[src/rtl/iter_partial_product_pkg.sv]
// Shared types and helpers for the iterative shift-add multiplier.
// Optional feature macro: PP_SIGNED_EN (enables two's complement operands).
package pp_mult_pkg;

    // Controller states: waiting for operands, retiring slices, holding result.
    typedef enum logic [1:0] {
        IDLE = 2'd0,
        RUN  = 2'd1,
        DONE = 2'd2
    } pp_state_t;

    // Width of the slice counter for n slices; never narrower than one bit.
    function automatic int pp_count_w(input int n);
        return (n <= 1) ? 1 : $clog2(n);
    endfunction

endpackage

[src/rtl/iter_partial_product_if.sv]
// Operand/result handshake bundle for iter_partial_product.
// Optional feature macro: PP_SIGNED_EN adds the SIGNED_MODE signal.
//
// Handshake: a transfer happens on a rising edge where VALID and READY are
// both high. The producer holds its data stable while VALID is high and
// READY is low; READY never depends combinationally on VALID.
interface iter_partial_product_if #(
    parameter int A_WIDTH = 8,
    parameter int B_WIDTH = 8
);
    import pp_mult_pkg::*;

    logic                       IN_VALID;
    logic                       IN_READY;
    logic [A_WIDTH-1:0]         A;
    logic [B_WIDTH-1:0]         B;
`ifdef PP_SIGNED_EN
    logic                       SIGNED_MODE;
`endif
    logic                       OUT_VALID;
    logic                       OUT_READY;
    logic [A_WIDTH+B_WIDTH-1:0] P;
    logic                       BUSY;
    pp_state_t                  STATE;      // debug view of the controller

    // Operand producer / result consumer side.
    modport master (
        output IN_VALID,
        output A,
        output B,
        output OUT_READY,
`ifdef PP_SIGNED_EN
        output SIGNED_MODE,
`endif
        input  IN_READY,
        input  OUT_VALID,
        input  P,
        input  BUSY,
        input  STATE
    );

    // Multiplier side.
    modport slave (
        input  IN_VALID,
        input  A,
        input  B,
        input  OUT_READY,
`ifdef PP_SIGNED_EN
        input  SIGNED_MODE,
`endif
        output IN_READY,
        output OUT_VALID,
        output P,
        output BUSY,
        output STATE
    );

endinterface

[src/rtl/iter_partial_product_slice.sv]
// Combinational product of the multiplicand magnitude and one R-bit slice
// of the multiplier, built as a sum of AND-masked shifted copies of A.
module pp_slice #(
    parameter int A_WIDTH = 8,
    parameter int R       = 2
) (
    input  logic [A_WIDTH-1:0]   a_i,
    input  logic [R-1:0]         b_i,
    output logic [A_WIDTH+R-1:0] p_o
);
    localparam int SW = A_WIDTH + R;

    // Accumulate one masked, shifted copy of A per multiplier bit.
    always_comb begin
        p_o = '0;
        for (int j = 0; j < R; j++) begin
            p_o = p_o + (SW'(a_i & {A_WIDTH{b_i[j]}}) << j);
        end
    end

endmodule

[src/rtl/iter_partial_product.sv]
// Sequential shift-add multiplier retiring BITS_PER_CYCLE multiplier bits
// per clock, with valid/ready handshakes on operands and result.
// Optional feature macro: PP_SIGNED_EN (two's complement operands selected
// per operation by SIGNED_MODE; sign-magnitude conversion at accept and
// conditional negation on the last RUN cycle).
module iter_partial_product
    import pp_mult_pkg::*;
#(
    parameter int A_WIDTH        = 8,
    parameter int B_WIDTH        = 8,
    parameter int BITS_PER_CYCLE = 2
) (
    input  logic                  CLK,
    input  logic                  RST_N,
    iter_partial_product_if.slave bus
);
    localparam int PW = A_WIDTH + B_WIDTH;
    localparam int R  = BITS_PER_CYCLE;
    localparam int N  = B_WIDTH / BITS_PER_CYCLE;
    localparam int CW = pp_count_w(N);

    generate
        if ((B_WIDTH % BITS_PER_CYCLE) != 0) begin : g_bad_cfg
            $error("BITS_PER_CYCLE must divide B_WIDTH");
        end
    endgenerate

    pp_state_t          state_q, state_d;
    logic [A_WIDTH-1:0] a_mag_q, a_mag_d;
    logic [B_WIDTH-1:0] b_mag_q, b_mag_d;   // shifted right R bits per cycle
    logic [PW-1:0]      acc_q,   acc_d;
    logic [CW-1:0]      cnt_q,   cnt_d;
    logic [PW-1:0]      p_q,     p_d;
`ifdef PP_SIGNED_EN
    logic               neg_q,   neg_d;
    logic               sign_a,  sign_b;
`endif

    logic [A_WIDTH+R-1:0] slice;
    logic [PW-1:0]        slice_shifted;
    logic [PW-1:0]        sum;

    // The low R bits of the shifted multiplier are always the current slice.
    pp_slice #(
        .A_WIDTH (A_WIDTH),
        .R       (R)
    ) u_slice (
        .a_i (a_mag_q),
        .b_i (b_mag_q[R-1:0]),
        .p_o (slice)
    );

    // Align the slice product to its weight and add it to the running sum.
    always_comb begin
        slice_shifted = PW'(slice) << (int'(cnt_q) * R);
        sum           = acc_q + slice_shifted;
    end

    // Next-state and datapath updates for the IDLE/RUN/DONE controller.
    always_comb begin
        state_d = state_q;
        a_mag_d = a_mag_q;
        b_mag_d = b_mag_q;
        acc_d   = acc_q;
        cnt_d   = cnt_q;
        p_d     = p_q;
`ifdef PP_SIGNED_EN
        neg_d   = neg_q;
        sign_a  = bus.SIGNED_MODE & bus.A[A_WIDTH-1];
        sign_b  = bus.SIGNED_MODE & bus.B[B_WIDTH-1];
`endif
        unique case (state_q)
            IDLE: begin
                if (bus.IN_VALID) begin
`ifdef PP_SIGNED_EN
                    // Most negative value negates to itself, which reads
                    // correctly as an unsigned magnitude.
                    a_mag_d = sign_a ? -bus.A : bus.A;
                    b_mag_d = sign_b ? -bus.B : bus.B;
                    neg_d   = sign_a ^ sign_b;
`else
                    a_mag_d = bus.A;
                    b_mag_d = bus.B;
`endif
                    acc_d   = '0;
                    cnt_d   = '0;
                    state_d = RUN;
                end
            end
            RUN: begin
                acc_d   = sum;
                b_mag_d = b_mag_q >> R;
                cnt_d   = cnt_q + CW'(1);
                if (cnt_q == CW'(N - 1)) begin
`ifdef PP_SIGNED_EN
                    p_d = neg_q ? -sum : sum;
`else
                    p_d = sum;
`endif
                    state_d = DONE;
                end
            end
            DONE: begin
                if (bus.OUT_READY) begin
                    state_d = IDLE;
                end
            end
            default: state_d = IDLE;
        endcase
    end

    // State and datapath registers; reset abandons any operation in flight.
    always_ff @(posedge CLK or negedge RST_N) begin
        if (!RST_N) begin
            state_q <= IDLE;
            a_mag_q <= '0;
            b_mag_q <= '0;
            acc_q   <= '0;
            cnt_q   <= '0;
            p_q     <= '0;
`ifdef PP_SIGNED_EN
            neg_q   <= 1'b0;
`endif
        end else begin
            state_q <= state_d;
            a_mag_q <= a_mag_d;
            b_mag_q <= b_mag_d;
            acc_q   <= acc_d;
            cnt_q   <= cnt_d;
            p_q     <= p_d;
`ifdef PP_SIGNED_EN
            neg_q   <= neg_d;
`endif
        end
    end

    // Handshake and status outputs decode the state register only.
    assign bus.IN_READY  = (state_q == IDLE);
    assign bus.OUT_VALID = (state_q == DONE);
    assign bus.BUSY      = (state_q == RUN);
    assign bus.P         = p_q;
    assign bus.STATE     = state_q;

endmodule

[src/flat_wrapper.sv]
// flat-port wrapper written by rule: the top's interface ports become plain ports
module iter_partial_product_flat import pp_mult_pkg::*;
#(
    parameter int A_WIDTH        = 8,
    parameter int B_WIDTH        = 8,
    parameter int BITS_PER_CYCLE = 2
)
  (CLK, RST_N, bus_IN_VALID, bus_A, bus_B, bus_OUT_READY, bus_IN_READY, bus_OUT_VALID, bus_P, bus_BUSY, bus_STATE);
  iter_partial_product_if #(.A_WIDTH(A_WIDTH), .B_WIDTH(B_WIDTH)) bus_i ();
  input  logic CLK;
  input  logic RST_N;
  input wire logic [$bits(bus_i.IN_VALID)-1:0] bus_IN_VALID;
  input wire logic [$bits(bus_i.A)-1:0] bus_A;
  input wire logic [$bits(bus_i.B)-1:0] bus_B;
  input wire logic [$bits(bus_i.OUT_READY)-1:0] bus_OUT_READY;
  output wire logic [$bits(bus_i.IN_READY)-1:0] bus_IN_READY;
  output wire logic [$bits(bus_i.OUT_VALID)-1:0] bus_OUT_VALID;
  output wire logic [$bits(bus_i.P)-1:0] bus_P;
  output wire logic [$bits(bus_i.BUSY)-1:0] bus_BUSY;
  output wire logic [$bits(bus_i.STATE)-1:0] bus_STATE;
  assign bus_i.IN_VALID = bus_IN_VALID;
  assign bus_i.A = bus_A;
  assign bus_i.B = bus_B;
  assign bus_i.OUT_READY = bus_OUT_READY;
  assign bus_IN_READY = bus_i.IN_READY;
  assign bus_OUT_VALID = bus_i.OUT_VALID;
  assign bus_P = bus_i.P;
  assign bus_BUSY = bus_i.BUSY;
  assign bus_STATE = bus_i.STATE;
  iter_partial_product #(.A_WIDTH(A_WIDTH), .B_WIDTH(B_WIDTH), .BITS_PER_CYCLE(BITS_PER_CYCLE)) u_core (.CLK(CLK), .RST_N(RST_N), .bus(bus_i));
endmodule
[config.mk]
export PLATFORM = sky130hd
export DESIGN_NAME = iter_partial_product_flat
export DESIGN_NICKNAME = d
export VERILOG_FILES = /design/src/rtl/iter_partial_product_pkg.sv /design/src/rtl/iter_partial_product_if.sv /design/src/rtl/iter_partial_product_slice.sv /design/src/rtl/iter_partial_product.sv /design/src/flat_wrapper.sv
export SDC_FILE = /design/constraint.sdc
export NUM_CORES = 1
export LEC_CHECK = 0
export CORE_MARGIN = 3
export CORE_UTILIZATION = 45
export DETAILED_ROUTE_END_ITERATION = 6
export PLACE_DENSITY = 0.68
export SLEW_MARGIN = 0
export SYNTH_ARGS = -nofsm -noshare
export SYNTH_HDL_FRONTEND = slang
export SYNTH_SLANG_ARGS = --single-unit
[constraint.sdc]
create_clock -name CLK -period 4 [get_ports CLK]
set_input_delay 0.8 -clock CLK [delete_from_list [all_inputs] [get_ports CLK]]
set_output_delay 0.8 -clock CLK [all_outputs]
set_load 0.1 [all_outputs]
==> results.md <==
* Ys flop type: dfrtp_1
* Async S/R FF share, synth at 100%
* Worst-path clk slew at 0.10 ns
* H-tree level count at 2
* Crit start category: flip-flop
* Most frequent cells in the layout: dfrtp_1, nand2_1, o21ai_0, clkdlybuf4s50_1, nand3_1
* Arr. time, crit path at 3.95 ns
* Slew Limit Fails at 0
* Final-stage net count at 484
* Fmax at 264 MHz
* Slew @ Worst Pin at 0.976 ns
* Crit Path Max Fanout at 7
* Tmin final at 3.79 ns
* Drt pass-1 iters at 4
* Ys Warns at 0
* Detail Placement HPWL at 5970 um
* Post-synth EDFFs at 0
* Core box area at 7410 um^2
* Hold Crit Class: primary input to asynchronous set/reset pin
* Clock Skew at 0.00479 ns
* Area grow syn2layout at 19.3%
* Die span in x at 94.1 um
* Final Wtd Congestion at 0.952
* Headroom to the max-slew limit at 34.7%
* Setup CP Type: flip-flop to flip-flop
* Placed inst area at 3970 um^2
* Critical Path End Type: flip-flop
* Largest net degree at the start of global routing at 39
* Post-synthesis register bit count at 52
* Num CTS Buffers at 5
* Vias per inst at 5.57
* Starting Density at 47.2%
* Post-route antenna net violation count at 0
* Syn Area/Cell at 8.74 um^2
* Vias at 2998
* Final cycle utilization of the critical path at 94.6%
* Drc violations at 0
* CTS tree: yes
* First-pass GRT wire length at 14500 um
* Initial antenna violation count at 0
* Synth cell types at 51
* Share of cells above drive strength 1 at 11.6%
* Status: completed
* Worst Path Required at 4.16 ns
* Hold-fix buffers at CTS at 0
* Final setup violating endpoints at 0
* Gr usage total at 20.6%
* Root Buffer: clkbuf_8
* Vias in the first global route at 2983
* Clk Latency, worst-skew pair at 0.32 ns
* # rows at 31
* Design area at 4170 um^2
* Clk buf depth at 2
* Detailed Route WL at 8440 um
* Sequential share of the synthesized area at 37.2%
* Mapped Cells at 400
* Initial DRC count at 174
* Routed WL per cell at 15.7 um
* Commonest non-fill, non-tap cell in the layout: dfrtp_1
* Final Hold Viols at 0
* Max-Cap Viols at 0
* TritonCTS Sinks at 52
* Area of the mapped netlist at 3500 um^2
* # port buffers at 40
* Net Count, Synth at 446
* Chip height at 94.1 um
* Ant diodes at 0
* Die area at 8860 um^2
* Gr ovfl total at 0
* IO Pins at 41
==> cell type report <==
| class | instances | area, um^2 |
|---|---|---|
| Fill cell | 698 | 3240 |
| Multi-Input combinational cell | 309 | 2090 |
| Sequential cell | 52 | 1300 |
| Timing Repair Buffer | 50 | 465 |
| Tap cell | 99 | 124 |
| Inverter | 20 | 75.1 |
| Clock buffer | 6 | 72.6 |
| Clock inverter | 2 | 38.8 |
==> Yosys cell counts, types with 6 or more instances <==
cell	count	area share (%)
o21ai_0	43	6.2
nand2_1	50	5.4
ha_1	24	8.6
mux2_2	9	2.9
and2_1	14	2.5
xor2_1	8	2.0
inv_1	19	2.0
nor3_1	6	0.86
a21oi_1	18	2.6
nand3_1	31	4.4
dfrtp_1	52	37
o21a_1	11	2.4
nor2_1	17	1.8
a21o_1	6	1.3
mux2i_1	8	2.3
clkbuf_1	17	1.8
==> path summary, 6_finish.rpt <==
path	from	endpoint	slack (ns)	depth (start not counted)
setup reg to reg	u_core.b_mag_q[0]	u_core.bus.P[11]	0.21	16
hold / removal	RST_N	u_core.acc_q[14]	0.49	1
hold reg to reg	u_core.bus.P[0]	u_core.bus.P[0]	0.49	2
max in group asynchronous	RST_N	u_core.acc_q[0]	2.75	2
min in group CLK	u_core.bus.P[0]	u_core.bus.P[0]	0.49	2
setup / recovery	u_core.b_mag_q[0]	u_core.bus.P[11]	0.21	16
==> registers in the layout (all words and copies together) (netlist names) <==
| register | count |
|---|---|
| u_core.a_mag_q | 8 |
| u_core.acc_q | 16 |
| u_core.b_mag_q | 8 |
| u_core.bus.P | 16 |
| u_core.bus.STATE | 2 |
| u_core.cnt_q | 2 |
==> layer usage <==
metal,vias to the layer above,global-route usage (%),share of wire (%)
met3,8,3.29,4.5
met5,-,0,0
met4,0,7.34,1.3
li1,1504,-,-
met1,1427,29.0,47
met2,59,31.9,47
==> through the flow <==
step / TNS [ns] / util [%] / std cells / hold slack, ns / worst slack [ns]
floorplan: 0 / - / 400 / 0.449 / 0.327
global placement: 0 / 53.5 / 523 / 0.460 / 0.171
detailed placement: 0 / 53.5 / 523 / 0.467 / 0.00166
CTS: 0 / 55.0 / 531 / 0.492 / 0.0742
global route: -0.0936 / 56.3 / 538 / 0.512 / -0.0479
finish: 0 / 56.3 / 538 / 0.488 / 0.215
==> kinds of logic (layout without fill, tap and decap cells) <==
kind of cell	after synthesis	in the layout	synth area share (%)
multiplexers	17	17	5.19
flip-flops	52	52	37.2
AND/OR/NAND/NOR	143	143	20.0
buffers and inverters	39	78	4.22
adder cells (fa/ha/maj)	26	26	9.74
XOR/XNOR	11	11	2.76
AO/OA/AOI/OAI	112	112	20.9
==> worst max-delay path, cell delays in order, from the launching register on <==
cell and delay [ns]:
dfrtp_2 0.46, nand2_1 0.12, inv_1 0.06, ha_1 0.26
a21o_1 0.17, a21o_1 0.22, a211oi_2 0.21, xor2_1 0.30
mux2i_1 0.18, o21a_1 0.21, ha_1 0.34, a21oi_1 0.21
a21oi_1 0.09, o21ai_1 0.15, nor2b_1 0.19, xor2_1 0.30
o21ai_0 0.14
==> timing repair <==
item / CTS / global route
pin swaps: 0 / 2
setup buffers: 0 / 7
endpoints found under the hold margin: 0 / 0
resized for setup: 1 / 16
endpoints found under the setup margin: 1 / 14
Power is not shown: default switching activity piles up to over one toggle a cycle in this logic, so the estimate is an artifact.
